===== config.mk =====
export PLATFORM = sky130hd
export DESIGN_NAME = mem_stage_flat
export DESIGN_NICKNAME = d
export VERILOG_FILES = /design/src/rtl/mem_stage_pkg.sv /design/src/rtl/mem_stage_if.sv /design/src/rtl/load_align.sv /design/src/rtl/mem_stage.sv /design/src/flat_wrapper.sv
export SDC_FILE = /design/constraint.sdc
export NUM_CORES = 1
export LEC_CHECK = 0
export ABC_AREA = 0
export BUFFER_PORTS_ARGS = -buffer_cell sky130_fd_sc_hd__buf_4
export CORE_ASPECT_RATIO = 0.9
export CORE_MARGIN = 10
export CORE_UTILIZATION = 46
export CTS_BUF_LIST = sky130_fd_sc_hd__clkbuf_4
export CTS_CLUSTER_SIZE = 24
export DETAILED_ROUTE_END_ITERATION = 16
export PLACE_DENSITY = 0.79
export SKIP_LAST_GASP = 1
export SYNTH_ARGS = -nofsm -noshare
export SYNTH_HDL_FRONTEND = slang
export SYNTH_SLANG_ARGS = --single-unit

===== constraint.sdc =====
create_clock -name clk -period 1.8 [get_ports clk]
set_clock_uncertainty 0.1 [all_clocks]
set_input_delay 0.09 -clock clk [delete_from_list [all_inputs] [get_ports clk]]
set_output_delay 0.09 -clock clk [all_outputs]
set_load 0.05 [all_outputs]

===== src/rtl/mem_stage_pkg.sv =====
// Shared definitions for the memory stage: RV32I opcodes, load/store func3 codes, FSM state.
package mem_stage_pkg;

  localparam logic [6:0] OpcR   = 7'b0110011;
  localparam logic [6:0] OpcI1  = 7'b0010011;
  localparam logic [6:0] OpcI2  = 7'b0000011;
  localparam logic [6:0] OpcS   = 7'b0100011;
  localparam logic [6:0] OpcBr  = 7'b1100011;
  localparam logic [6:0] OpcJ   = 7'b1101111;
  localparam logic [6:0] OpcJr  = 7'b1100111;
  localparam logic [6:0] OpcU   = 7'b0110111;
  localparam logic [6:0] OpcUpc = 7'b0010111;

  localparam logic [2:0] F3Byte  = 3'b000;
  localparam logic [2:0] F3Half  = 3'b001;
  localparam logic [2:0] F3Word  = 3'b010;
  localparam logic [2:0] F3ByteU = 3'b100;
  localparam logic [2:0] F3HalfU = 3'b101;

  typedef enum logic [0:0] {StIdle, StWait} state_e;

  // Legal func3 and natural alignment; stores have no unsigned variants.
  function automatic logic access_ok(input logic is_store, input logic [2:0] f3,
                                     input logic [1:0] addr_lo);
    logic ok;
    ok = 1'b0;
    case (f3)
      F3Byte:  ok = 1'b1;
      F3Half:  ok = ~addr_lo[0];
      F3Word:  ok = (addr_lo == 2'b00);
      F3ByteU: ok = ~is_store;
      F3HalfU: ok = ~is_store & ~addr_lo[0];
      default: ok = 1'b0;
    endcase
    return ok;
  endfunction

endpackage


===== src/rtl/mem_stage_if.sv =====
// Data-memory request/response bus between the memory stage (master) and memory (slave).
interface mem_stage_if #(
  parameter int unsigned XLEN = 32
);
  logic            req;
  logic            we;
  logic [XLEN-1:0] addr;
  logic [XLEN-1:0] wdata;
  logic [3:0]      be;
  logic [XLEN-1:0] rdata;
  logic            ack;

  modport master (output req, we, addr, wdata, be, input rdata, ack);
  modport slave  (input req, we, addr, wdata, be, output rdata, ack);
endinterface


===== src/rtl/load_align.sv =====
// Selects the addressed byte/half of a load word and sign- or zero-extends it.
module load_align
  import mem_stage_pkg::*;
#(
  parameter int unsigned XLEN = 32
) (
  input  logic [XLEN-1:0] rdata_i,
  input  logic [1:0]      addr_lo_i,
  input  logic [2:0]      func3_i,
  output logic [XLEN-1:0] data_o
);

  logic [7:0]  byte_sel;
  logic [15:0] half_sel;

  always_comb begin
    unique case (addr_lo_i)
      2'd0:    byte_sel = rdata_i[7:0];
      2'd1:    byte_sel = rdata_i[15:8];
      2'd2:    byte_sel = rdata_i[23:16];
      default: byte_sel = rdata_i[31:24];
    endcase
    half_sel = addr_lo_i[1] ? rdata_i[31:16] : rdata_i[15:0];

    case (func3_i)
      F3Byte:  data_o = {{(XLEN-8){byte_sel[7]}}, byte_sel};
      F3Half:  data_o = {{(XLEN-16){half_sel[15]}}, half_sel};
      F3ByteU: data_o = {{(XLEN-8){1'b0}}, byte_sel};
      F3HalfU: data_o = {{(XLEN-16){1'b0}}, half_sel};
      default: data_o = rdata_i;
    endcase
  end

endmodule


===== src/rtl/mem_stage.sv =====
// Pipeline memory stage: passes ALU results to WB, runs loads/stores over the dmem bus,
// stalling EX until the memory acknowledges.
module mem_stage
  import mem_stage_pkg::*;
#(
  parameter int unsigned XLEN = 32
) (
  input  logic            clk,
  input  logic            rst,
  input  logic            ex_valid,
  input  logic [XLEN-1:0] result,
  input  logic [XLEN-1:0] DataStore,
  input  logic [4:0]      rd,
  input  logic [2:0]      func3,
  input  logic [6:0]      opcode,
  output logic            stall,
  mem_stage_if.master     dmem,
  output logic            wb_valid,
  output logic            wb_we,
  output logic [4:0]      wb_rd,
  output logic [XLEN-1:0] wb_data,
  output logic            mem_err
);

  state_e          state_q, state_d;
  logic [XLEN-1:0] addr_q, addr_d;
  logic [XLEN-1:0] wdata_q, wdata_d;
  logic [3:0]      be_q, be_d;
  logic            we_q, we_d;
  logic [4:0]      rd_q, rd_d;
  logic [2:0]      f3_q, f3_d;
  logic [1:0]      lo_q, lo_d;
  logic            wb_valid_q, wb_valid_d;
  logic            wb_we_q, wb_we_d;
  logic [4:0]      wb_rd_q, wb_rd_d;
  logic [XLEN-1:0] wb_data_q, wb_data_d;
  logic            mem_err_q, mem_err_d;

  logic            is_load, is_store;
  logic [3:0]      st_be;
  logic [XLEN-1:0] st_wdata;
  logic [XLEN-1:0] load_data;

  assign is_load  = (opcode == OpcI2);
  assign is_store = (opcode == OpcS);

  // Store data is replicated across all lanes; byte enables pick the target lane.
  always_comb begin
    case (func3[1:0])
      2'b00: begin
        st_be    = 4'b0001 << result[1:0];
        st_wdata = {(XLEN/8){DataStore[7:0]}};
      end
      2'b01: begin
        st_be    = result[1] ? 4'b1100 : 4'b0011;
        st_wdata = {(XLEN/16){DataStore[15:0]}};
      end
      default: begin
        st_be    = 4'b1111;
        st_wdata = DataStore;
      end
    endcase
  end

  load_align #(
    .XLEN(XLEN)
  ) u_load_align (
    .rdata_i  (dmem.rdata),
    .addr_lo_i(lo_q),
    .func3_i  (f3_q),
    .data_o   (load_data)
  );

  always_comb begin
    state_d    = state_q;
    addr_d     = addr_q;
    wdata_d    = wdata_q;
    be_d       = be_q;
    we_d       = we_q;
    rd_d       = rd_q;
    f3_d       = f3_q;
    lo_d       = lo_q;
    wb_valid_d = 1'b0;
    wb_we_d    = 1'b0;
    wb_rd_d    = wb_rd_q;
    wb_data_d  = wb_data_q;
    mem_err_d  = 1'b0;

    unique case (state_q)
      StIdle: begin
        if (ex_valid) begin
          if (!(is_load || is_store)) begin
            wb_valid_d = 1'b1;
            wb_we_d    = (opcode != OpcBr);
            wb_rd_d    = rd;
            wb_data_d  = result;
          end else if (!access_ok(is_store, func3, result[1:0])) begin
            mem_err_d = 1'b1;
          end else begin
            state_d = StWait;
            addr_d  = {result[XLEN-1:2], 2'b00};
            we_d    = is_store;
            be_d    = is_store ? st_be : 4'b1111;
            wdata_d = is_store ? st_wdata : '0;
            rd_d    = rd;
            f3_d    = func3;
            lo_d    = result[1:0];
          end
        end
      end
      StWait: begin
        if (dmem.ack) begin
          state_d    = StIdle;
          wb_valid_d = 1'b1;
          wb_we_d    = ~we_q;
          wb_rd_d    = rd_q;
          wb_data_d  = we_q ? '0 : load_data;
        end
      end
      default: state_d = StIdle;
    endcase
  end

  always_ff @(posedge clk or negedge rst) begin
    if (!rst) begin
      state_q    <= StIdle;
      addr_q     <= '0;
      wdata_q    <= '0;
      be_q       <= '0;
      we_q       <= 1'b0;
      rd_q       <= '0;
      f3_q       <= '0;
      lo_q       <= '0;
      wb_valid_q <= 1'b0;
      wb_we_q    <= 1'b0;
      wb_rd_q    <= '0;
      wb_data_q  <= '0;
      mem_err_q  <= 1'b0;
    end else begin
      state_q    <= state_d;
      addr_q     <= addr_d;
      wdata_q    <= wdata_d;
      be_q       <= be_d;
      we_q       <= we_d;
      rd_q       <= rd_d;
      f3_q       <= f3_d;
      lo_q       <= lo_d;
      wb_valid_q <= wb_valid_d;
      wb_we_q    <= wb_we_d;
      wb_rd_q    <= wb_rd_d;
      wb_data_q  <= wb_data_d;
      mem_err_q  <= mem_err_d;
    end
  end

  assign stall      = (state_q == StWait);
  assign dmem.req   = (state_q == StWait);
  assign dmem.we    = we_q;
  assign dmem.addr  = addr_q;
  assign dmem.wdata = wdata_q;
  assign dmem.be    = be_q;
  assign wb_valid   = wb_valid_q;
  assign wb_we      = wb_we_q;
  assign wb_rd      = wb_rd_q;
  assign wb_data    = wb_data_q;
  assign mem_err    = mem_err_q;

endmodule


===== src/flat_wrapper.sv =====
// flat-port wrapper written by rule: the top's interface ports become plain ports
module mem_stage_flat import mem_stage_pkg::*;
#(
  parameter int unsigned XLEN = 32
)
  (clk, rst, ex_valid, result, DataStore, rd, func3, opcode, stall, wb_valid, wb_we, wb_rd, wb_data, mem_err, dmem_req, dmem_we, dmem_addr, dmem_wdata, dmem_be, dmem_rdata, dmem_ack);
  mem_stage_if #(.XLEN(XLEN)) dmem_i ();
  input  logic clk;
  input  logic rst;
  input  logic ex_valid;
  input  logic [XLEN-1:0] result;
  input  logic [XLEN-1:0] DataStore;
  input  logic [4:0] rd;
  input  logic [2:0] func3;
  input  logic [6:0] opcode;
  output logic stall;
  output logic wb_valid;
  output logic wb_we;
  output logic [4:0] wb_rd;
  output logic [XLEN-1:0] wb_data;
  output logic mem_err;
  output wire logic [$bits(dmem_i.req)-1:0] dmem_req;
  output wire logic [$bits(dmem_i.we)-1:0] dmem_we;
  output wire logic [$bits(dmem_i.addr)-1:0] dmem_addr;
  output wire logic [$bits(dmem_i.wdata)-1:0] dmem_wdata;
  output wire logic [$bits(dmem_i.be)-1:0] dmem_be;
  input wire logic [$bits(dmem_i.rdata)-1:0] dmem_rdata;
  input wire logic [$bits(dmem_i.ack)-1:0] dmem_ack;
  assign dmem_req = dmem_i.req;
  assign dmem_we = dmem_i.we;
  assign dmem_addr = dmem_i.addr;
  assign dmem_wdata = dmem_i.wdata;
  assign dmem_be = dmem_i.be;
  assign dmem_i.rdata = dmem_rdata;
  assign dmem_i.ack = dmem_ack;
  mem_stage #(.XLEN(XLEN)) u_core (.clk(clk), .rst(rst), .ex_valid(ex_valid), .result(result), .DataStore(DataStore), .rd(rd), .func3(func3), .opcode(opcode), .stall(stall), .dmem(dmem_i), .wb_valid(wb_valid), .wb_we(wb_we), .wb_rd(wb_rd), .wb_data(wb_data), .mem_err(mem_err));
endmodule

==> results of run 1 <==
## path summary, 6_finish.rpt
| check | end | cells after the start | start | slack (ns) |
|---|---|---|---|---|
| min | u_core.f3_q[1] | 3 | func3[1] | 0.07 |
| min in group asynchronous | u_core.wb_data[8] | 3 | rst | 0.54 |
| max in group asynchronous | u_core.wb_data[29] | 4 | rst | 0.38 |
| max reg2reg | u_core.wb_data[13] | 5 | u_core.lo_q[1] | 0.008 |
| min reg2reg | u_core.dmem.wdata[15] | 1 | u_core.dmem.wdata[15] | 0.41 |
| max | u_core.wb_data[13] | 5 | u_core.lo_q[1] | 0.008 |
## flip-flops by register name (all words and copies together) (netlist names), 2 cells and up
signal and cells:
u_core.dmem.wdata 32, u_core.wb_data 32, u_core.dmem.addr 30, u_core.rd_q 5, u_core.wb_rd 5, u_core.dmem.be 4
u_core.f3_q 3, u_core.lo_q 2
## worst max-delay path, stage by stage, from the launching register on
cell and delay [ns]:
dfrtp_1 0.38, mux4_2 0.54, a21oi_4 0.19, buf_12 0.15
a221oi_1 0.07, a221o_1 0.26
## per-stage QoR
| step | setup slack [ns] | TNS [ns] |
|---|---|---|
| 3_5_place_dp | -0.03585 | -0.2053 |
| 5_1_grt | -0.05596 | -0.3888 |
| 4_1_cts | 0.01366 | 0 |
| 3_3_place_gp | 0.01915 | 0 |
| 6_report | 0.008458 | 0 |
| 2_1_floorplan | -0.1316 | -2.113 |
## power by group through the flow
stage	logic [W]	clock network, W	registers, W
floorplan	0.000439	0	0.00361
global placement	0.00179	0	0.00300
detailed placement	0.00182	0	0.00302
CTS	0.00206	0.00205	0.00297
global route	0.00222	0.00218	0.00300
finish	0.00212	0.00203	0.00297
## cell usage in the layout (no fill, tap or decap), drive strengths merged, types with 2 or more instances in the layout
cell type / instances
buf: 257
dlygate4sd3: 131
dfrtp: 118
mux2i: 56
mux2: 53
nand2: 29
o2bb2ai: 24
nand3: 22
inv: 21
clkbuf: 20
nand3b: 17
nand4: 16
nor2: 14
nor2b: 12
a21oi: 12
o21ai: 10
clkinv: 9
nand2b: 8
a221o: 8
o221ai: 7
a22oi: 7
a2bb2oi: 7
a221oi: 7
diode: 3
bufinv: 3
o31ai: 3
nor3: 3
a32oi: 2
conb: 2
## layer usage
| layer | vias up | share of wire, % | track usage, % |
|---|---|---|---|
| li1 | 2614 | - | - |
| met5 | - | 0 | 0 |
| met2 | 361 | 51 | 44.88 |
| met1 | 2953 | 38 | 29.91 |
| met3 | 50 | 8.8 | 8.481 |
| met4 | 0 | 2.2 | 8.338 |
## kinds of logic after synthesis
group           count (synthesis)  share of synthesized area, %
simple gates                  126                         11.95
flops                         118                         50.29
mux                           110                         20.09
compound gates                 91                         12.53
buf+inv                        64                         5.071
other cells                     1                       0.06386
## cell usage after synthesis, drive strengths merged (2+ instances only)
master   number
a21oi        12
nand2b        8
o221ai        7
a22oi         7
a32oi         2
clkbuf       18
nor2b        12
o2bb2ai      24
buf          24
inv          21
nand4        16
dfrtp       118
mux2         53
nand3b       17
a221oi        7
nand3        22
nand2        29
a221o         8
o21ai        10
nor2         14
mux2i        56
nor3          3
a2bb2oi       7
o31ai         3
## cell type report
class / count / area, sq um
Sequential cell: 118 / 2954
Inverter: 22 / 82.58
Tap cell: 164 / 205.2
Clock inverter: 12 / 135.1
Fill cell: 806 / 3022
Multi-Input combinational cell: 329 / 2723
Antenna cell: 3 / 7.507
Timing Repair Buffer: 388 / 3311
Clock buffer: 20 / 150.1
## what timing repair did
action	in CTS	in global routing
endpoints found under the setup margin	2	28
hold buffers	131	0
buffers inserted	0	4
hold endpoints to repair	235	0
resized for setup	0	14
pin swaps	1	5
==> out/summary.txt, run 1 <==
Die area: 17,690 sq um
Synth area leaders: dfrtp_1, mux2_2, mux2i_1
Max_slew headroom: 64.32%
Synthesized area per cell: 11.51 sq um
Sequential fraction of the synthesis area: 50.29%
CTS Buf Count: 17
Final Net Count: 991
Via Count: 5,978
Grt ovf: 0
Vias per cell: 5.661
DR DRC count: 0
Int Power: 0.004703 W
Slew @ Worst Pin: 0.5332 ns
Clk network pwr share: 28.4%
Switching Share: 33.98%
H-tree levels: 4
First-pass GRT wire length: 36.89 mm
Clk root buf: clkbuf_4
Placed Area: 7853 sq um
Gpl congestion: 0.8538
Area grow syn2layout: 62.94%
Vias in the first global route: 6,375
Wire per inst: 22.34 microns
Layout cells sized above 1: 40.49%
Routed wire length: 23.60 mm
CP endpoint kind: register
Final Hold Fails: 0
DPL Wire Length: 15.65 mm
Starting density of the core: 46.64%
Num ports: 226
Synth area leader: dfrtp_1
Leak: 4.773 nW
Fin crit share: 99.53%
Final design utilization: 76.00%
HP Class: input pin to register
Synth top area share: 50.29%
Core Rows: 39
Synthesized area: 5872 sq um
Largest net degree at the start of global routing: 49
Gate Count Post-Synth: 510
Comb power frac: 29.8%
Seq pwr share: 41.8%
Total track usage: 25.94%
Setup crit start kind: register
Clock sink count: 118
Max IR drop VDD: 0.4580 mV
Width of the die: 139.1 microns
Final hold slack: 0.07122 ns
YS warnings: 0
Initial antenna violation count: 3
CTS tree: yes
PortBufs: 223
Critical path arrival: 2.13 ns
Switch Pwr: 0.002420 W
DRT Pass-1 Iters: 6
Status: complete, no violations
Async S/R FF share, synth: 100.0%
Die outline height: 127.2 microns
Clk pin slew, worst setup/hold paths: 0.12 ns
Final non-filler cell total: 1,056
Ys flop type: dfrtp_1
Initial drt markers: 487
Unrepaired setup endpoints after global routing: true
Core box area: 12,590 sq um
Max_cap viols: 0
Power Total: 0.007124 W
Final slew viol count: 0
Final std cell area, no fill: 9568 sq um
Inst Count DP: 886
Max clock buf depth: 2
Clk Latency, worst-skew pair: 0.56 ns
Yosys reg bits: 118
EDFF count, synth: 0
PD cells: 744.5 nW/um^2
Achievable Freq: 558.2 MHz
Minimum clock period: 1.792 ns
Crit Path Class: register to register
CP max FO: 7
Synth cell types: 44
Final Setup Violations: 0
Post-route ant nets: 0
WP data required: 2.14 ns
Power figures use the tool's default switching activity.
==> run 2, diff against run 1 <==
--- a/config.mk
+++ b/config.mk
@@ -13,8 +13,9 @@
 export CTS_BUF_LIST = sky130_fd_sc_hd__clkbuf_4
 export CTS_CLUSTER_SIZE = 24
 export DETAILED_ROUTE_END_ITERATION = 16
-export PLACE_DENSITY = 0.79
+export PLACE_DENSITY = 0.78
 export SKIP_LAST_GASP = 1
 export SYNTH_ARGS = -nofsm -noshare
 export SYNTH_HDL_FRONTEND = slang
+export SYNTH_HIERARCHICAL = 1
 export SYNTH_SLANG_ARGS = --single-unit
==> out/summary.txt, run 2 <==
Largest net degree at the start of global routing: 48 (was 49)
Pre-CTS setup slack: -0.3281 ns (was -0.03585 ns)
Gpl congestion: 0.9217 (was 0.8538)
Post-synth top cells: nand2_1, dfrtp_1, o21ai_0 (was dfrtp_1, mux2i_1, mux2_2)
Clk pin slew, worst setup/hold paths: 0.12 ns (about the same)
Grt ovf: 0 (unchanged)
PortBufs: 223 (unchanged)
Synth Area in Compound Gates: 15.53% (was 12.53%)
CP max FO: 7 (unchanged)
Adder-cell share of the synthesized area: 0% (unchanged)
Inst Count DP: 1,030 (was 886)
Synthesized area: 6092 sq um (was 5872 sq um)
Critical path arrival: 2.38 ns (was 2.13 ns)
Max IR drop VDD: 0.3223 mV (was 0.4580 mV)
Simple-gate area share of the yosys netlist: 14.83% (was 11.95%)
Area grow syn2layout: 66.09% (was 62.94%)
Main combinational cell family by area after synthesis: compound AO/OA/AOI/OAI gates (was multiplexers)
EDFF count, synth: 0 (unchanged)
First-pass GRT wire length: 37.09 mm (was 36.89 mm)
R2r endpoint: u_core/wb_data[15] (was u_core.wb_data[13])
Vias per cell: 5.576 (was 5.661)
Core box area: 12,830 sq um (was 12,590 sq um)
Synth area leader: dfrtp_1 (unchanged)
Core Rows: 39 (unchanged)
CTS Buf Count: 17 (unchanged)
Via Count: 6,675 (was 5,978)
Synthesized area per cell: 9.287 sq um (was 11.51 sq um)
Clk root buf: clkbuf_4 (unchanged)
Hold EP: u_core/wb_data[30] (was u_core.f3_q[1])
Sequential fraction of the synthesis area: 48.47% (was 50.29%)
Min-Delay Path Depth: 6 (was 3)
Failing checks: setup timing
YS warnings: 6 (was 0)
Crit Path Class: register to register (unchanged)
Wire per inst: 21.43 microns (was 22.34 microns)
Leak: 4.902 nW (was 4.773 nW)
Async S/R FF share, synth: 100.0% (unchanged)
HP Class: input pin to register (unchanged)
Synth area leaders: dfrtp_1, nand2_1, o21ai_0 (was dfrtp_1, mux2_2, mux2i_1)
Fin crit share: 113.4% (was 99.53%)
Max clock buf depth: 2 (unchanged)
Max_cap viols: 0 (unchanged)
Achievable Freq: 490.1 MHz (was 558.2 MHz)
Post-route ant nets: 0 (unchanged)
Flop2flop setup slack: -0.24 ns (was 0.008 ns)
Minimum clock period: 2.040 ns (was 1.792 ns)
Final Net Count: 1,134 (was 991)
Most frequent cells in the layout: buf_4, nand2_1, dlygate4sd3_1 (was buf_4, dlygate4sd3_1, dfrtp_1)
Synth top area share: 48.47% (was 50.29%)
Cell count of the worst reg-to-reg path: 9 (was 5)
RR Startpoint: u_core/lo_q[1] (was u_core.lo_q[1])
Starting density of the core: 47.47% (was 46.64%)
Width of the die: 141.3 microns (was 139.1 microns)
Synth cell types: 36 (was 44)
H-tree levels: 4 (unchanged)
Ys flop type: dfrtp_1 (unchanged)
Vias in the first global route: 6,708 (was 6,375)
Final slew viol count: 0 (unchanged)
Die area: 18,250 sq um (was 17,690 sq um)
PD cells: 713.9 nW/um^2 (was 744.5 nW/um^2)
DRT Pass-1 Iters: 7 (was 6)
Layout cells sized above 1: 39.53% (was 40.49%)
Hold Crit Start: dmem_rdata[30] (was func3[1])
Clk Latency, worst-skew pair: 0.55 ns (was 0.56 ns)
Gate Count Post-Synth: 656 (was 510)
Unrepaired setup endpoints after global routing: true (unchanged)
DR DRC count: 0 (unchanged)
Mux share of post-synthesis cell area: 14.27% (was 20.09%)
Final Hold Fails: 0 (unchanged)
Status: complete, but fails checks (was complete, no violations)
Routed wire length: 25.65 mm (was 23.60 mm)
Most common cell in the synthesized netlist: nand2_1 (was dfrtp_1)
Num ports: 226 (unchanged)
DPL Wire Length: 15.31 mm (was 15.65 mm)
Clock sink count: 118 (unchanged)
Final non-filler cell total: 1,197 (was 1,056)
CTS tree: yes (unchanged)
Most common cell after layout, fill and taps aside: buf_4 (unchanged)
Setup crit start kind: register (unchanged)
Setup WS post-layout: -0.2405 ns (was 0.008458 ns)
Yosys reg bits: 118 (unchanged)
Total track usage: 25.53% (was 25.94%)
CP endpoint kind: register (unchanged)
Final Setup Violations: 108 (was 0)
Initial antenna violation count: 0 (was 3)
Post-synthesis xor/xnor area fraction: 0% (unchanged)
Final hold slack: 0.06246 ns (was 0.07122 ns)
Initial drt markers: 698 (was 487)
Die outline height: 129.2 microns (was 127.2 microns)
WP data required: 2.14 ns (about the same)
-- run 2: cell types whose count changed after synthesis, moves of 15 or more --
cell,previous run,this run
nand3_1,22,2
o21ai_0,10,112
mux2i_1,56,25
nand4_1,16,0
clkbuf_1,18,33
o2bb2ai_1,24,1
nand2_1,28,163
nand3b_1,17,0
inv_1,20,35
-- run 2: repair_timing --
action | CTS | global route
setup endpoints to repair | 93 | 117
setup buffers | 5 | 4
hold buffers | 120 | 1
gates cloned | 2 | 2
pin swaps | 3 | 6
gates resized for setup | 46 | 82
hold endpoints to repair | 233 | 1
-- run 2: cells by family after synthesis --
group,count (synthesis)
multiplexers,77
AND/OR/NAND/NOR,210
buffers and inverters,87
AO/OA/AOI/OAI,163
flip-flops,118
other,1
-- run 2: area by class of cell --
type	count	area, sq um
timing repair buffer	395	3475
multi-input combinational	452	3062
sequential	118	2957
fill	754	2715
tap	164	205.2
clock inverter	14	151.4
clock buffer	18	135.1
inverter	35	131.4
antenna	1	2.502
-- run 2: per-stage QoR --
step	power (W)	utilization (%)	TNS [ns]	instance area, sq um
floorplan	0.004025	-	-14.36	6172
global placement	0.004743	63.29	-20.00	8123
detailed placement	0.004768	63.29	-22.47	8123
CTS	0.007014	76.47	-7.339	9814
global route	0.007501	78.82	-18.52	10120
finish	0.007224	78.84	-11.09	10120
-- run 2: where the power goes --
group | leakage [nW] | internal [W] | total [W] | switching, W
sequential | 1.54 | 0.00282 | 0.00293 | 0.000109
combinational | 3.22 | 0.000994 | 0.00229 | 0.00130
clock | 0.141 | 0.000845 | 0.00200 | 0.00116
total | 4.90 | 0.00466 | 0.00722 | 0.00257
-- run 2: how the worst max path moves through the flow --
stage                    startpoint                    end  slack [ns]  cells after the start
finish               u_core/lo_q[1]     u_core/wb_data[15]       -0.24                      9
global route         u_core/lo_q[1]     u_core/wb_data[15]       -0.28                      9
CTS                 u_core/dmem.req  u_core/dmem.wdata[16]       -0.14                      4
detailed placement        result[1]  u_core/dmem.wdata[16]       -0.33                      5
global placement          result[1]         u_core/f3_q[2]       -0.29                      5
floorplan           u_core/dmem.req         u_core/f3_q[1]       -0.21                      5
-- run 2: worst max-delay path: stages (launching register included) --
cell and delay (ns):
dfrtp_2 0.47, buf_6 0.14, nor3b_2 0.18, a21o_1 0.15, buf_6 0.13, nor3_4 0.07
a221o_1 0.27, nand2_1 0.09, o21ai_1 0.09, mux2_4 0.26
-- run 2: metal layers --
layer,GRT usage [%],share of wire [%],vias up
li1,-,-,2953
met1,29.24,36,3132
met2,42.57,49,511
met3,10.23,13,79
met4,9.102,3.2,0
met5,0,0,-
==> run 3, diff against run 2 <==
--- a/config.mk
+++ b/config.mk
@@ -9,11 +9,11 @@
 export BUFFER_PORTS_ARGS = -buffer_cell sky130_fd_sc_hd__buf_4
 export CORE_ASPECT_RATIO = 0.9
 export CORE_MARGIN = 10
-export CORE_UTILIZATION = 46
+export CORE_UTILIZATION = 51
 export CTS_BUF_LIST = sky130_fd_sc_hd__clkbuf_4
 export CTS_CLUSTER_SIZE = 24
 export DETAILED_ROUTE_END_ITERATION = 16
-export PLACE_DENSITY = 0.78
+export PLACE_DENSITY = 0.82
 export SKIP_LAST_GASP = 1
 export SYNTH_ARGS = -nofsm -noshare
 export SYNTH_HDL_FRONTEND = slang
==> constraint.sdc (replaced) <==
create_clock -name clk -period 1.96 [get_ports clk]
set_clock_uncertainty 0.1 [all_clocks]
set_input_delay 0.098 -clock clk [delete_from_list [all_inputs] [get_ports clk]]
set_output_delay 0.098 -clock clk [all_outputs]
set_load 0.05 [all_outputs]
==> out/summary.txt, run 3 (synthesis results as in run 2) <==
Status: complete, but fails checks (unchanged)
Failing checks: setup timing (unchanged)
Clk pin slew, worst setup/hold paths: 0.12 ns (about the same)
Max_slew headroom: 49.68%
Core Rows: 37 (was 39)
H-tree levels: 4 (unchanged)
Gpl congestion: 0.9066 (was 0.9217)
Pre-CTS setup slack: -0.2376 ns (was -0.3281 ns)
Max clock buf depth: 2 (unchanged)
Achievable Freq: 480.0 MHz (was 490.1 MHz)
Clock sink count: 118 (unchanged)
Grt ovf: 0 (unchanged)
Cell count of the worst reg-to-reg path: 8 (was 9)
CP max FO: 8 (was 7)
Final slew viol count: 0 (unchanged)
Hold EP: u_core/wb_data[27] (was u_core/wb_data[30])
Unrepaired setup endpoints after global routing: true (unchanged)
R2r endpoint: u_core/wb_data[16] (was u_core/wb_data[15])
CTS tree: yes (unchanged)
Die outline height: 123.7 microns (was 129.2 microns)
Final Net Count: 1,124 (was 1,134)
Fin crit share: 106.3% (was 113.4%)
Layout cells sized above 1: 39.53% (about the same)
DR DRC count: 0 (unchanged)
HP Class: input pin to register (unchanged)
Initial antenna violation count: 1 (was 0)
PortBufs: 223 (unchanged)
Routed wire length: 26.54 mm (was 25.65 mm)
Die area: 16,720 sq um (was 18,250 sq um)
Power Total: 0.006543 W (was 0.007224 W)
Wire per inst: 22.47 microns (was 21.43 microns)
Vias per cell: 5.810 (was 5.576)
Most frequent cells in the layout: buf_4, nand2_1, dfrtp_1 (was buf_4, nand2_1, dlygate4sd3_1)
Core box area: 11,570 sq um (was 12,830 sq um)
Total track usage: 28.73% (was 25.53%)
Most common cell after layout, fill and taps aside: buf_4 (unchanged)
First-pass GRT wire length: 37.98 mm (was 37.09 mm)
Final Hold Fails: 0 (unchanged)
Flop2flop setup slack: -0.12 ns (was -0.24 ns)
Vias in the first global route: 6,885 (was 6,708)
Starting density of the core: 52.64% (was 47.47%)
Inst Count DP: 1,022 (was 1,030)
Max IR drop VDD: 0.3724 mV (was 0.3223 mV)
Critical path arrival: 2.47 ns (was 2.38 ns)
Final Setup Violations: 81 (was 108)
Total negative setup slack: -2.628 ns (was -11.09 ns)
Initial drt markers: 983 (was 698)
Area of the multi-input gates: 2939 sq um (was 3062 sq um)
Crit Path Class: register to register (unchanged)
Clk Latency, worst-skew pair: 0.54 ns (was 0.55 ns)
PD cells: 658.6 nW/um^2 (was 713.9 nW/um^2)
CP endpoint kind: register (unchanged)
Slew @ Worst Pin: 0.7532 ns
Width of the die: 135.2 microns (was 141.3 microns)
Leak: 4.813 nW (was 4.902 nW)
Reg area: 2955 sq um (was 2957 sq um)
Via Count: 6,862 (was 6,675)
CTS Buf Count: 17 (unchanged)
Minimum clock period: 2.084 ns (was 2.040 ns)
WP data required: 2.34 ns (was 2.14 ns)
RR Startpoint: u_core/lo_q[0] (was u_core/lo_q[1])
Hold Crit Start: dmem_rdata[27] (was dmem_rdata[30])
Final non-filler cell total: 1,181 (was 1,197)
Num ports: 226 (unchanged)
Area grow syn2layout: 63.07% (was 66.09%)
Largest net degree at the start of global routing: 49 (was 48)
Post-route ant nets: 0 (unchanged)
DRT Pass-1 Iters: 9 (was 7)
DPL Wire Length: 15.70 mm (was 15.31 mm)
Min-Delay Path Depth: 6 (unchanged)
Clk root buf: clkbuf_4 (unchanged)
Max_cap viols: 0 (unchanged)
Setup crit start kind: register (unchanged)
Setup WS post-layout: -0.1235 ns (was -0.2405 ns)
Fillers: 584 (was 754)
-- run 3: area by class of cell --
cell class / count / share of cell area [%]
antenna: 3 / 0.07557
clock buffer: 18 / 1.360
clock inverter: 14 / 1.612
inverter: 35 / 1.322
multi-input combinational: 452 / 29.58
sequential: 118 / 29.75
tap: 156 / 1.965
timing repair buffer: 385 / 34.33
-- run 3: repair_timing --
item | 4_1_cts | 5_1_grt
hold buffers | 106 | 1
setup buffers | 4 | 1
pin swaps | 1 | 2
endpoints found under the setup margin | 27 | 98
resized for setup | 13 | 62
cloned | 2 | 11
endpoints found under the hold margin | 232 | 1
-- run 3: through the flow --
step                      hold slack (ns)  cell area (sq um)  util [%]
after global placement            -0.1147               8055     69.60
after floorplan                   -0.2976               6121         -
final                             0.02470               9935     85.84
after CTS                        0.003479               9489     81.99
after detailed placement          -0.1168               8055     69.60
after global routing             0.002932               9930     85.79
-- run 3: critical path: stages (launching register included) --
cell,delay (ns)
dfrtp_1,0.43
a211oi_2,0.09
or3_4,0.36
or3_4,0.37
buf_4,0.18
o21ai_1,0.09
nand2_1,0.07
o21ai_1,0.14
mux2_2,0.19
-- run 3: worst max-delay path by stage --
stage               startpoint              endpoint  slack [ns]
4_1_cts        u_core/dmem.req  u_core/dmem.wdata[4]       -0.01
3_5_place_dp    u_core/lo_q[0]    u_core/wb_data[14]       -0.24
3_3_place_gp    u_core/lo_q[0]    u_core/wb_data[11]       -0.13
2_1_floorplan  u_core/dmem.req        u_core/f3_q[1]       -0.05
6_report        u_core/lo_q[0]    u_core/wb_data[16]       -0.12
5_1_grt         u_core/lo_q[0]    u_core/wb_data[16]       -0.19
-- run 3: routing by layer --
layer	track usage [%]	wire, microns
met1	33.40	9442
met2	47.44	12590
met3	10.19	3230
met4	12.50	1277
met5	0	0
-- run 3: where the power goes --
group	switching (W)	total (W)	internal [W]
registers	0.000108	0.00269	0.00259
logic	0.00116	0.00198	0.000820
clock network	0.000982	0.00187	0.000884
total	0.00225	0.00654	0.00429
